<file path="src/rtl/seg7_pkg.sv">
// Shared constants for the seven-segment scan decoder: segment patterns,
// special BCD codes, segment bit positions and FSM state encoding.
package seg7_pkg;

    // Patterns are seg_in[7:1] = {a, b, c, d, e, f, g}
    localparam logic [6:0] SEG7_0 = 7'b1111110;
    localparam logic [6:0] SEG7_1 = 7'b0110000;
    localparam logic [6:0] SEG7_2 = 7'b1101101;
    localparam logic [6:0] SEG7_3 = 7'b1111001;
    localparam logic [6:0] SEG7_4 = 7'b0110011;
    localparam logic [6:0] SEG7_5 = 7'b1011011;
    localparam logic [6:0] SEG7_6 = 7'b1011111;
    localparam logic [6:0] SEG7_7 = 7'b1110000;
    localparam logic [6:0] SEG7_8 = 7'b1111111;
    localparam logic [6:0] SEG7_9 = 7'b1111011;
    localparam logic [6:0] SEG7_OFF = 7'b0000000;

    localparam logic [3:0] BCD_INVALID = 4'hF;
    localparam logic [3:0] BCD_BLANK   = 4'hA;

    localparam int SEG_A  = 7;
    localparam int SEG_B  = 6;
    localparam int SEG_C  = 5;
    localparam int SEG_D  = 4;
    localparam int SEG_E  = 3;
    localparam int SEG_F  = 2;
    localparam int SEG_G  = 1;
    localparam int SEG_DP = 0;

    typedef enum logic {
        WAIT_SYNC = 1'b0,
        COLLECT   = 1'b1
    } state_t;

endpackage

</file>
<file path="src/rtl/seg7_to_bcd.sv">
// Combinational segment-pattern to BCD decoder.
// With SEG7_SCAN_BLANK_EN defined, the all-off pattern decodes to a valid blank.
module seg7_to_bcd
    import seg7_pkg::*;
(
    input  logic [7:0] i_seg,
    output logic [3:0] o_bcd,
    output logic       o_valid,
    output logic       o_dp
);

    logic [6:0] w_pat;

    assign w_pat = i_seg[SEG_A:SEG_G];
    assign o_dp  = i_seg[SEG_DP];

    always_comb begin
        o_bcd   = BCD_INVALID;
        o_valid = 1'b0;
        case (w_pat)
            SEG7_0: begin o_bcd = 4'd0; o_valid = 1'b1; end
            SEG7_1: begin o_bcd = 4'd1; o_valid = 1'b1; end
            SEG7_2: begin o_bcd = 4'd2; o_valid = 1'b1; end
            SEG7_3: begin o_bcd = 4'd3; o_valid = 1'b1; end
            SEG7_4: begin o_bcd = 4'd4; o_valid = 1'b1; end
            SEG7_5: begin o_bcd = 4'd5; o_valid = 1'b1; end
            SEG7_6: begin o_bcd = 4'd6; o_valid = 1'b1; end
            SEG7_7: begin o_bcd = 4'd7; o_valid = 1'b1; end
            SEG7_8: begin o_bcd = 4'd8; o_valid = 1'b1; end
            SEG7_9: begin o_bcd = 4'd9; o_valid = 1'b1; end
`ifdef SEG7_SCAN_BLANK_EN
            SEG7_OFF: begin o_bcd = BCD_BLANK; o_valid = 1'b1; end
`endif
            default: begin
                o_bcd   = BCD_INVALID;
                o_valid = 1'b0;
            end
        endcase
    end

endmodule

</file>
<file path="src/rtl/seg7_scan_decoder.sv">
// Recovers BCD digits from a multiplexed 7-segment bus with ghost filtering and
// frame assembly. Optional macro SEG7_SCAN_BLANK_EN: all-off digit decodes as blank.
//
// state     | meaning
// WAIT_SYNC | discard acceptances until digit 0 starts a frame
// COLLECT   | capture accepted digits until every mask bit is set
module seg7_scan_decoder
    import seg7_pkg::*;
#(
    parameter int DIGITS     = 3,
    parameter int STABLE_CNT = 3
) (
    input  logic                  clk,
    input  logic                  rst,
    input  logic                  sample_en,
    input  logic [7:0]            seg_in,
    input  logic [DIGITS-1:0]     dig_sel,
    output logic [4*DIGITS-1:0]   bcd_out,
    output logic [DIGITS-1:0]     dp_out,
    output logic                  frame_valid,
    output logic                  frame_err
);

    localparam int         IDX_W   = (DIGITS > 1) ? $clog2(DIGITS) : 1;
    localparam int         SAMP_W  = 8 + DIGITS;
    localparam logic [3:0] CNT_MAX = 4'(STABLE_CNT);

    logic [3:0]               w_dec_bcd;
    logic                     w_dec_valid;
    logic                     w_dec_dp;

    state_t                   r_state;
    state_t                   w_state_nxt;
    logic [SAMP_W-1:0]        r_prev;
    logic [3:0]               r_cnt;
    logic [3:0]               w_cnt_nxt;
    logic [DIGITS-1:0]        r_mask;
    logic [DIGITS-1:0]        w_mask_base;
    logic [DIGITS-1:0][3:0]   r_shadow_bcd;
    logic [DIGITS-1:0]        r_shadow_dp;
    logic                     r_err_acc;
    logic                     w_err_base;
    logic [DIGITS-1:0]        w_sel_m1;
    logic                     w_onehot;
    logic                     w_same;
    logic                     w_accept;
    logic                     w_capture;
    logic                     w_mask_full;
    logic [IDX_W-1:0]         w_idx;

    seg7_to_bcd u_dec (
        .i_seg   (seg_in),
        .o_bcd   (w_dec_bcd),
        .o_valid (w_dec_valid),
        .o_dp    (w_dec_dp)
    );

    assign w_sel_m1    = dig_sel - DIGITS'(1);
    assign w_onehot    = (dig_sel != '0) && ((dig_sel & w_sel_m1) == '0);
    assign w_same      = ({seg_in, dig_sel} == r_prev);
    assign w_mask_full = &r_mask;
    // A completed frame is flushed this edge, so a new capture starts from empty.
    assign w_mask_base = w_mask_full ? '0 : r_mask;
    assign w_err_base  = w_mask_full ? 1'b0 : r_err_acc;

    always_comb begin
        w_cnt_nxt = r_cnt;
        w_accept  = 1'b0;
        if (sample_en) begin
            if (!w_onehot) begin
                w_cnt_nxt = 4'd0;
            end else if (w_same) begin
                if (r_cnt < CNT_MAX) begin
                    w_cnt_nxt = r_cnt + 4'd1;
                end
                w_accept = (r_cnt == CNT_MAX - 4'd1);
            end else begin
                w_cnt_nxt = 4'd1;
                w_accept  = (CNT_MAX == 4'd1);
            end
        end
    end

    always_comb begin
        w_idx = '0;
        for (int i = 0; i < DIGITS; i++) begin
            if (dig_sel[i]) begin
                w_idx = IDX_W'(i);
            end
        end
    end

    always_comb begin
        w_state_nxt = r_state;
        w_capture   = 1'b0;
        case (r_state)
            WAIT_SYNC: begin
                if (w_accept && dig_sel[0]) begin
                    w_capture   = 1'b1;
                    w_state_nxt = COLLECT;
                end
            end
            COLLECT: begin
                w_capture = w_accept;
            end
            default: begin
                w_state_nxt = WAIT_SYNC;
            end
        endcase
    end

    always_ff @(posedge clk) begin
        if (rst) begin
            r_state <= WAIT_SYNC;
        end else begin
            r_state <= w_state_nxt;
        end
    end

    always_ff @(posedge clk) begin
        if (rst) begin
            r_prev       <= '0;
            r_cnt        <= '0;
            r_mask       <= '0;
            r_shadow_bcd <= '0;
            r_shadow_dp  <= '0;
            r_err_acc    <= 1'b0;
            bcd_out      <= '0;
            dp_out       <= '0;
            frame_valid  <= 1'b0;
            frame_err    <= 1'b0;
        end else begin
            if (sample_en) begin
                r_prev <= {seg_in, dig_sel};
                r_cnt  <= w_cnt_nxt;
            end
            frame_valid <= w_mask_full;
            if (w_mask_full) begin
                bcd_out   <= r_shadow_bcd;
                dp_out    <= r_shadow_dp;
                frame_err <= r_err_acc;
            end
            if (w_capture) begin
                r_shadow_bcd[w_idx] <= w_dec_bcd;
                r_shadow_dp[w_idx]  <= w_dec_dp;
                r_mask              <= w_mask_base | dig_sel;
                r_err_acc           <= w_err_base | ~w_dec_valid;
            end else begin
                r_mask    <= w_mask_base;
                r_err_acc <= w_err_base;
            end
        end
    end

endmodule

</file>
<file path="config.mk">
export PLATFORM = sky130hd
export DESIGN_NAME = seg7_scan_decoder
export DESIGN_NICKNAME = d
export VERILOG_FILES = /design/src/rtl/seg7_pkg.sv /design/src/rtl/seg7_to_bcd.sv /design/src/rtl/seg7_scan_decoder.sv
export SDC_FILE = /design/constraint.sdc
export NUM_CORES = 1
export LEC_CHECK = 0
export ABC_AREA = 1
export BUFFER_PORTS_ARGS = -buffer_cell sky130_fd_sc_hd__buf_2
export CAP_MARGIN = 5
export CORE_MARGIN = 8
export CORE_UTILIZATION = 60
export CTS_BUF_LIST = sky130_fd_sc_hd__clkbuf_2 sky130_fd_sc_hd__clkbuf_4 sky130_fd_sc_hd__clkbuf_8
export DETAILED_ROUTE_END_ITERATION = 7
export PLACE_DENSITY = 0.82
export SLEW_MARGIN = 20
export SYNTH_ARGS = -nofsm -noshare
export SYNTH_HDL_FRONTEND = slang
export SYNTH_SLANG_ARGS = --single-unit
</file>
<file path="constraint.sdc">
create_clock -name clk -period 1.5 [get_ports clk]
set_input_delay 0.075 -clock clk [delete_from_list [all_inputs] [get_ports clk]]
set_output_delay 0.075 -clock clk [all_outputs]
set_load 0.01 [all_outputs]
</file>
[Word-level counts from Yosys, hierarchy flattened]
Cells that the tools add are included.
Word-level totals
  bits in registers: 52
  input bits: 14
  output and inout bits: 17
  word-level logic and storage cells: 67
Operators by class
  $add $sub $neg: 2
  $lt $le $gt $ge: 3
  eq/ne operators: 13
  muxes and demuxes: 23
  bitwise logic cells: 5
  reduce and logical (&&, ||, !) cells: 8
Operators with widths (count)
  $eq 7x7->1 const B: 8
  $pmux 4 s10: 1
  $mux 4: 4
  $eq 7x6->1 const B: 2
  $bwmux 12: 1
  $eq 11x11->1: 1
  $mux 1: 10
  $reduce_or 10->1: 1
  $demux 4 s2: 1
  $mux 3: 2
  $add 4x1->4 const B: 1
  $eq 4x2->1 const B: 1
  $lt 4x2->1 const B: 1
  $and 3x3->3: 1
  $bwmux 3: 1
  $logic_and 1x1->1: 3
  $logic_not 3->1: 1
  $lt 2x3->1 const B: 1
  $ne 3x2->1 const B: 1
  $or 3x3->3: 1
  $reduce_and 3->1: 1
  $reduce_bool 3->1: 1
  $sub 3x1->3 const B: 1
  $demux 1 s2: 1
  6 further kinds: 7

[Depth between registers and ports, before layout]
Gate-level depths: netlist of run 1.
  depth after elaboration: 10
  depth in mapped cells: 12
  gate-level depth less buffers: 12

[By module]
Synthesis of run 1 repeated with hierarchy kept, for this count alone.
Second synthesis, totals
  cell total of the unflattened synthesis: 358
  area total of the unflattened synthesis: 2541.2 um^2
By module, submodules not included
  seg7_scan_decoder: instances 1, cells each 306, area each 2280.9 um^2, sequential area each 1041.0 um^2
  seg7_to_bcd: instances 1, cells each 52, area each 260.2 um^2, sequential area each 0.0 um^2

[Worst setup path after synthesis of run 1]
Ideal clock, no wire load.
  path kind: reg2reg
  start: register r_prev[6]
  end: register r_shadow_bcd[3] (netlist bit)
  library setup time: 0.117 ns
  data arrival time: 1.213 ns
  data required time: 1.383 ns
  path slack: 0.170 ns
  cell stages (with the launch flop): 9
  buffers on the path: 0
  period minus slack after synthesis: 1.330 ns
  cell sequence: dfxtp_1 -> xnor2_1 -> nand2_1 -> nor2_4 -> nand4_1 -> nor2_2 -> nand2_1 -> nor3_1 -> nor2_1
On the way
  word-level cells in the longest chain between the ends: 7
Ends and longest elaborated chain
  start: declaration: RTL line seg7_scan_decoder.sv:34  | logic [SAMP_W-1:0] r_prev;
  start signal: assignment: RTL line seg7_scan_decoder.sv:134  | r_prev <= {seg_in, dig_sel};
  $eq 11x11->1 *: RTL line seg7_scan_decoder.sv:60  | assign w_same = ({seg_in, dig_sel} == r_prev);
  $mux 1 *: RTL line seg7_scan_decoder.sv:72  | end else if (w_same) begin
  $mux 1 *: RTL line seg7_scan_decoder.sv:70  | if (!w_onehot) begin
  $mux 1 *: RTL line seg7_scan_decoder.sv:69  | if (sample_en) begin
  $logic_and 1x1->1: RTL line seg7_scan_decoder.sv:98  | if (w_accept && dig_sel[0]) begin
  $mux 1: RTL line seg7_scan_decoder.sv:98
  $pmux 1 s2 *: RTL line seg7_scan_decoder.sv:96  | case (r_state)
  end signal: indexed assignment: RTL line seg7_scan_decoder.sv:144  | r_shadow_bcd[w_idx] <= w_dec_bcd;
  end: declaration: RTL line seg7_scan_decoder.sv:39  | logic [DIGITS-1:0][3:0] r_shadow_bcd;
Mark *: on every way between the ends. The rest lies on a longest branch, timed or not.
A chain may end at the register's enable or synchronous reset.

[Worst setup path in the final report of run 1]
  start: register r_prev[3]
  end: register r_shadow_bcd[1] (netlist bit)
The elaborated chain is that of the path after synthesis.

==> results of run 1 <==
-- worst paths after layout --
path	from	end	slack [ps]	cells past startpoint
worst max register to register	r_prev[3]$_SDFFE_PP0P_	r_shadow_bcd[1]$_SDFFE_PP0P_	-60	8
worst min register to register	bcd_out[3]$_SDFFE_PP0P_	bcd_out[3]$_SDFFE_PP0P_	440	2
worst min-delay path	seg_in[5]	r_prev[8]$_SDFFE_PP0P_	30	3
worst max-delay path	r_prev[3]$_SDFFE_PP0P_	r_shadow_bcd[1]$_SDFFE_PP0P_	-60	8
-- worst reg2reg max path, stage by stage, from the launching register on --
cell and delay (ps):
dfxtp_2 350, xnor2_2 130, nand2_1 110, nor2_4 150
nand4_1 140, nor2_2 230, nand2_2 160, nor2_1 130
nor2_1 50
-- state kept, by name (all words and copies together) (netlist names) --
register / cells
bcd_out: 12
r_shadow_bcd: 12
r_prev: 11
r_cnt: 4
dp_out: 3
r_mask: 3
r_shadow_dp: 3
frame_err: 1
frame_valid: 1
r_err_acc: 1
r_state: 1
-- cell families (layout without fill, tap and decap cells) --
logic type,after synthesis,count (layout)
AND/OR/NAND/NOR,164,164
AO/OA/AOI/OAI,70,70
XOR/XNOR,5,5
buffers and inverters,67,97
flip-flops,52,52
adder cells (fa/ha/maj),2,2
-- report_power, final --
| part | switching [mW] | internal [mW] |
|---|---|---|
| clock network | 0.508 | 0.343 |
| logic | 0.176 | 0.0910 |
| registers | 0.0190 | 1.41 |
| total | 0.703 | 1.84 |
-- per-stage QoR --
stage	utilization, %	setup TNS (ps)	instances
2_1_floorplan	-	0	360
3_3_place_gp	67.0	0	431
3_5_place_dp	67.0	-101	431
4_1_cts	69.7	-25.3	439
5_1_grt	71.1	-2090	440
6_report	71.1	-267	440
-- area by class of cell --
| cell class | count | area share (%) |
|---|---|---|
| clock buffer | 5 | 2.42 |
| clock inverter | 3 | 0.968 |
| inverter | 54 | 7.22 |
| multi-input combinational | 241 | 42.9 |
| sequential | 52 | 36.8 |
| tap | 50 | 2.20 |
| timing repair buffer | 35 | 7.48 |
-- placed cells by master, fill, tap and decap left out, types with 2 or more instances in the layout --
cell       n
o21ai_0   29
buf_4      3
inv_1     48
nor2_2     8
clkbuf_8   5
xnor2_2    2
nor2_4     3
xnor2_1    2
dfxtp_2    5
dfxtp_1   47
buf_2     30
nand2_2    5
buf_12     2
a21oi_1   31
nand2_1   67
nor3_1     6
nor2_1    48
nand3_1   20
o21ai_1    6
ha_1       2
inv_2      5
-- layer usage --
metal	share of wire (%)	vias up
li1	-	1187
met1	45	1022
met2	47	52
met3	5.6	13
met4	2.5	0
met5	0	-
-- timing repair --
item,CTS,global route
setup endpoints to repair,9,20
pin swaps,4,7
hold buffers,0,0
gates resized for setup,4,16
setup buffers,0,1
==> metrics.csv, run 1 <==
stage,metric,value,unit
cts,clk_pin_slew,110,ps
die,dieArea,0.00644,mm^2
cts,clk-insertion-delay-late,320,ps
global_route,gr-usage-met2,28.7,%
yosys,yosys.area.top_type,dfxtp_1,
sta,slew_viol_final,0,
yosys,ys_seq_area_share,42.0,%
die,ios,31,
critical_path,cp_data_required_time,1710,ps
routing,wire_per_inst,11.9,um
global_route,grt_pass1_vias,2097,
yosys,synth_area_leaders,"dfxtp_1, nand2_1, nor2_1",
critical_path,cp-start-kind,register,
global_route,top_usage_layer,met2,
sta,setup_viol,7,
yosys,synth_edf_count,0,
die,core_region_area,0.00400,mm^2
global_route,antenna_found_initial,0,
cts,cts_tree,yes,
pwr,p_leak,1.29,nW
placed_design,place_congestion,0.841,
global_route,gr-usage-all-layers,17.2,%
sta,holdWs,33.6,ps
yosys,yosys.area.top_type_share,42.0,%
routing,vias,2274,
yosys,synth.most_common_cell,nand2_1,
critical_path,critPathTopFamily,simple AND/OR/NAND/NOR gates,
critical_path,path_buf_inv,0,
cts,cts_root_buf,clkbuf_8,
yosys,ys_async_sr_fraction,0,%
pwr,power.density,894,mW/mm^2
yosys,synthMuxAreaShare,0,%
sta,worstMarginPinSlew,379,ps
flow_run,drv_cap,0,
yosys,synthCells,360,
cells_and_area,syn_to_final_growth,14.7,%
cells_and_area,antennaDiodeCount,0,
cells_and_area,drive_gt1_share,20.3,%
critical_path,cp-end-kind,register,
placed_design,dp_slack,-62.4,ps
yosys,syn_area,0.00248,mm^2
sta,grt_setup_unrepaired,yes,
critical_path,critPathMaxFanout,6,
global_route,grt_pass1_wl,8870,um
routing,drcViolationCount,0,
placed_design,place_area,0.00268,mm^2
yosys,synth_simple_gate_area_share,29.6,%
critical_path,critical-path-slowest-cell,dfxtp_2,
cts,clock-sinks,52,
yosys,synth_xor_area_share,1.77,%
yosys,yosysWarnings,0,
sta,hold_viol_final,0,
cells_and_area,fill_cells,322,
routing,ant_nets,0,
sta,period_share,104,%
cts,htree_levels,2,
hold_path,hold_class,primary input to register,
critical_path,cpMostUsedCell,nor2_1,
outcome,outcome,"finished, violations left",
critical_path,critPathKind,register to register,
outcome,violations,negative setup slack,
cells_and_area,seq_area,0.00105,mm^2
die,row_count,23,
die,die_h,80.3,um
routing,drtIter0Drc,137,
critical_path,arrival,1780,ps
sta,fin_crit,1560,ps
global_route,globalRouteMet1Util,19.9,%
routing,drt_pass1_iterations,4,
sta,relSlewSlack,74.7,%
global_route,grt_max_degree,35,
global_route,overflow,0,
pwr,vdd_drop_max,479,uV
cells_and_area,nNetsFinal,405,
cells_and_area,multi_input_area,0.00122,mm^2
cts,numCtsBuffers,5,
yosys,ys.flop_type,dfxtp_1,
routing,avgViaCountPerCell,5.17,
pwr,power.total,2.54,mW
critical_path,crit_path_max_incr_delay,350,ps
placed_design,portBuffers,30,
die,die_width,80.3,um
yosys,synth-compound-area-share,14.6,%
yosys,synth_top_family_by_area,simple AND/OR/NAND/NOR gates,
yosys,avgSynthCellArea,6.89,um^2
die,start_util,62.0,%
yosys,synthTopCellsByCount,"nand2_1, nor2_1, dfxtp_1",
routing,wirelength,5260,um
placed_design,dpl.hpwl,3770,um
critical_path,worstPathCellList,xnor2_2 > nand2_1 > nor2_4 > nand4_1 > nor2_2 > nand2_2 > nor2_1 > nor2_1,
yosys,synthAdderAreaFrac,1.01,%
sta,finClkSkew,11.2,ps
cells_and_area,post-route-cell-area,0.00284,mm^2
yosys,synth_seq_cells,52,
cts,clockBufferDepth,2,
yosys,synth_cell_types,29,
global_route,use_met3,4.58,%
yosys,syn_nets,376,
sta,max_freq,641,MHz
sta,fin_ws,-60.8,ps
No activity file was read; power rests on OpenSTA's default activity.
==> run 2: changes to the inputs <==
--- a/config.mk
+++ b/config.mk
@@ -5,7 +5,7 @@
 export SDC_FILE = /design/constraint.sdc
 export NUM_CORES = 1
 export LEC_CHECK = 0
-export ABC_AREA = 1
+export ABC_AREA = 0
 export BUFFER_PORTS_ARGS = -buffer_cell sky130_fd_sc_hd__buf_2
 export CAP_MARGIN = 5
 export CORE_MARGIN = 8
==> run 2 against run 1 <==
  * The flow still finishes with violations (negative setup slack)
  * Flip-flop and latch count is the same
  * Via count shrank 5.2%
  * Cell area grew 5.1%
  * Clock power grew 0.7%
  * Final cell count shrank 16%
  * Sequential share of layout area shrank 1.7 points
  * Sequential power is essentially flat
  * Maximum frequency shrank 10%
  * Critical path depth shrank 2
  * Critical path type unchanged
  * Highest routed layer unchanged
==> metrics.csv, run 2 <==
stage,metric,value,unit,change
cts,clk_pin_slew,100,ps,was 110 ps
die,ios,31,,unchanged
placed_design,dp_slack,-233,ps,was -62.4 ps
cts,cts_tree,yes,,unchanged
sta,worstMarginPinSlew,529,ps,was 379 ps
routing,drcViolationCount,0,,unchanged
flow_run,drv_cap,0,,unchanged
critical_path,critPathKind,register to register,,unchanged
pwr,vdd_drop_max,516,uV,was 479 uV
yosys,ys.flop_type,dfxtp_1,,unchanged
critical_path,arrival,1920,ps,was 1780 ps
hold_path,hold_depth,3,,unchanged
pwr,p_leak,1.21,nW,was 1.29 nW
global_route,gr-usage-all-layers,17.2,%,about the same
routing,wire_per_inst,15.3,um,was 11.9 um
global_route,grt_pass1_wl,8910,um,was 8870 um
placed_design,place_congestion,0.858,,was 0.841
yosys,yosys.area.top_type,dfxtp_1,,unchanged
cts,numCtsBuffers,5,,unchanged
die,start_util,62.0,%,about the same
yosys,ys_async_sr_fraction,0,%,unchanged
yosys,syn_area,0.00246,mm^2,was 0.00248 mm^2
cells_and_area,reg_top3,"bcd_out: 12 flops, r_shadow_bcd: 12 flops, r_prev: 11 flops",,unchanged
critical_path,crit_path_max_incr_delay,550,ps,was 350 ps
yosys,synth_edf_count,0,,unchanged
cts,cts_hold_buffers,0,,unchanged
cells_and_area,mostFrequentLayoutCell,dfxtp_1,,was nand2_1
cells_and_area,syn_to_final_growth,21.2,%,was 14.7%
yosys,synth-compound-area-share,17.3,%,was 14.6%
yosys,synthAdderAreaFrac,1.02,%,was 1.01%
cells_and_area,drive_gt1_share,33.8,%,was 20.3%
yosys,yosysWarnings,0,,unchanged
placed_design,portBuffers,30,,unchanged
sta,relSlewSlack,64.8,%,was 74.7%
cells_and_area,nNetsFinal,335,,was 405
yosys,synthMuxAreaShare,4.47,%,was 0%
placed_design,dpl.hpwl,3800,um,was 3770 um
cts,htree_levels,2,,unchanged
yosys,synth_xor_area_share,6.20,%,was 1.77%
global_route,overflow,0,,unchanged
die,die_width,80.1,um,was 80.3 um
routing,vias,2156,,was 2274
yosys,synth_seq_cells,52,,unchanged
critical_path,critPathMaxFanout,5,,was 6
global_route,antenna_found_initial,0,,unchanged
sta,setup_viol,23,,was 7
die,core_region_area,0.00397,mm^2,was 0.00400 mm^2
sta,hold_viol_final,0,,unchanged
cells_and_area,layout_common_cells,"dfxtp_1, nand2_1, buf_4",,"was nand2_1, inv_1, nor2_1"
cts,clockBufferDepth,2,,unchanged
die,die_h,80.1,um,was 80.3 um
sta,holdWs,79.2,ps,was 33.6 ps
routing,avgViaCountPerCell,5.83,,was 5.17
sta,fin_ws,-243,ps,was -60.8 ps
routing,wirelength,5670,um,was 5260 um
sta,slew_viol_final,0,,unchanged
critical_path,cp_data_required_time,1680,ps,was 1710 ps
critical_path,rrSetupSlack,-240,ps,was -60 ps
critical_path,worstPathCellList,xnor2_1 > nand4_2 > or4_4 > clkbuf_16 > nor2_4 > a211oi_1,,was xnor2_2 > nand2_1 > nor2_4 > nand4_1 > nor2_2 > nand2_2 > nor2_1 > nor2_1
cts,cts_root_buf,clkbuf_8,,unchanged
routing,drtIter0Drc,150,,was 137
critical_path,r2r_start,r_prev[0]$_SDFFE_PP0P_,,was r_prev[3]$_SDFFE_PP0P_
sta,grt_setup_unrepaired,yes,,unchanged
sta,fin_crit,1740,ps,was 1560 ps
pwr,power.total,2.59,mW,was 2.54 mW
yosys,synthCells,271,,was 360
global_route,grt_max_degree,37,,was 35
routing,ant_nets,0,,unchanged
sta,max_freq,574,MHz,was 641 MHz
die,dieArea,0.00641,mm^2,was 0.00644 mm^2
cells_and_area,fill_cells,291,,was 322
critical_path,regToRegEndpoint,r_shadow_bcd[11]$_SDFFE_PP0P_,,was r_shadow_bcd[1]$_SDFFE_PP0P_
yosys,synth_area_leaders,"dfxtp_1, a21oi_1, nand2_1",,"was dfxtp_1, nand2_1, nor2_1"
yosys,yosys.area.top_type_share,42.3,%,was 42.0%
hold_path,worstHoldStart,seg_in[4],,was seg_in[5]
global_route,grt_pass1_vias,2017,,was 2097
die,row_count,23,,unchanged
pwr,power.density,867,mW/mm^2,was 894 mW/mm^2
yosys,avgSynthCellArea,9.09,um^2,was 6.89 um^2
yosys,synth_simple_gate_area_share,21.9,%,was 29.6%
outcome,violations,negative setup slack,,unchanged
yosys,synth_top_family_by_area,simple AND/OR/NAND/NOR gates,,unchanged
critical_path,critical-path-slowest-cell,or4_4,,was dfxtp_2
critical_path,cp-end-kind,register,,unchanged
critical_path,rr_worst_depth,6,,was 8
sta,finClkSkew,10.1,ps,was 11.2 ps
yosys,ys_seq_area_share,42.3,%,was 42.0%
sta,period_share,116,%,was 104%
hold_path,hold_end,r_prev[7]$_SDFFE_PP0P_,,was r_prev[8]$_SDFFE_PP0P_
yosys,synth_cell_types,47,,was 29
yosys,synth.most_common_cell,dfxtp_1,,was nand2_1
outcome,outcome,"finished, violations left",,unchanged
yosys,syn_nets,287,,was 376
critical_path,cp-start-kind,register,,unchanged
cts,clock-sinks,52,,unchanged
hold_path,hold_class,primary input to register,,unchanged
cells_and_area,antennaDiodeCount,0,,unchanged
routing,drt_pass1_iterations,4,,unchanged
cts,clk-insertion-delay-late,310,ps,was 320 ps
yosys,synthTopCellsByCount,"dfxtp_1, nand2_1, a21oi_1",,"was nand2_1, nor2_1, dfxtp_1"
run 2: cell types whose count changed after synthesis, moves of 7 or more:
cell	before	now
o21ai_0	30	0
nand3_1	20	8
nor2_1	53	18
mux2i_1	0	11
nand4_1	1	8
nand2_1	71	36
a31oi_1	0	10
a211oi_1	0	9
inv_1	48	1
run 2: layout make-up:
class | count | area [um^2] | area share [%]
clock buffer | 6 | 82.6 | 2.76
multi-input combinational | 194 | 1320 | 44.2
timing repair buffer | 65 | 455 | 15.2
clock inverter | 2 | 13.8 | 0.461
inverter | 1 | 3.75 | 0.126
sequential | 52 | 1050 | 35.1
tap | 50 | 62.6 | 2.09
run 2: power by group:
| group | internal (mW) | switching [mW] |
|---|---|---|
| Clock | 0.378 | 0.479 |
| Sequential | 1.40 | 0.0178 |
| Combinational | 0.147 | 0.164 |
| Total | 1.93 | 0.661 |
run 2: timing repair:
action                                  4_1_cts  5_1_grt
endpoints found under the setup margin       23       24
cloned                                        0        1
buffers inserted                              1        2
resized for setup                             8        5
pin swaps                                     2        5
run 2: metal layers:
layer	track usage (%)	share of wire, %	vias to the layer above
li1	-	-	1060
met1	19.7	44	1019
met4	10.7	2.5	0
met5	0	0	-
met3	4.13	5.3	13
met2	28.3	49	64
run 2: worst max-delay path by stage:
stage	startpoint	endpoint	slack, ps	cells past startpoint
2_1_floorplan	r_prev[9]$_SDFFE_PP0P_	r_shadow_bcd[2]$_SDFFE_PP0P_	-120	6
3_3_place_gp	r_prev[3]$_SDFFE_PP0P_	r_cnt[1]$_SDFFE_PP0P_	-220	5
3_5_place_dp	r_prev[3]$_SDFFE_PP0P_	r_shadow_dp[1]$_SDFFE_PP0P_	-230	6
4_1_cts	r_prev[6]$_SDFFE_PP0P_	r_shadow_bcd[6]$_SDFFE_PP0P_	-200	6
5_1_grt	r_prev[3]$_SDFFE_PP0P_	r_shadow_bcd[8]$_SDFFE_PP0P_	-330	7
6_report	r_prev[0]$_SDFFE_PP0P_	r_shadow_bcd[11]$_SDFFE_PP0P_	-240	6
run 2: worst max-delay path, delay by kind of cell (launching register included):
kind | cells | cell delay (ps)
flip-flops | 1 | 330
XOR/XNOR | 1 | 200
AO/OA/AOI/OAI | 1 | 90
AND/OR/NAND/NOR | 3 | 780
buffers and inverters | 1 | 190
run 2: kinds of logic (layout without fill, tap and decap cells):
kind of cell / after synthesis / in the layout
DFF: 52 / 52
and+or+nand+nor: 101 / 101
muxes: 11 / 11
AOI/OAI and AO/OA: 66 / 66
buffers and inverters: 25 / 74
adders and majority gates: 2 / 2
xor gates and xnor gates: 14 / 14
run 2: through the flow:
step	cell area, um^2	setup TNS, ps	utilization [%]	instances
floorplan	2490	-1860	-	271
global placement	2800	-3460	70.4	358
detailed placement	2800	-4210	70.4	358
CTS	2930	-3430	73.8	367
global route	2990	-6310	75.2	370
finish	2990	-4110	75.2	370
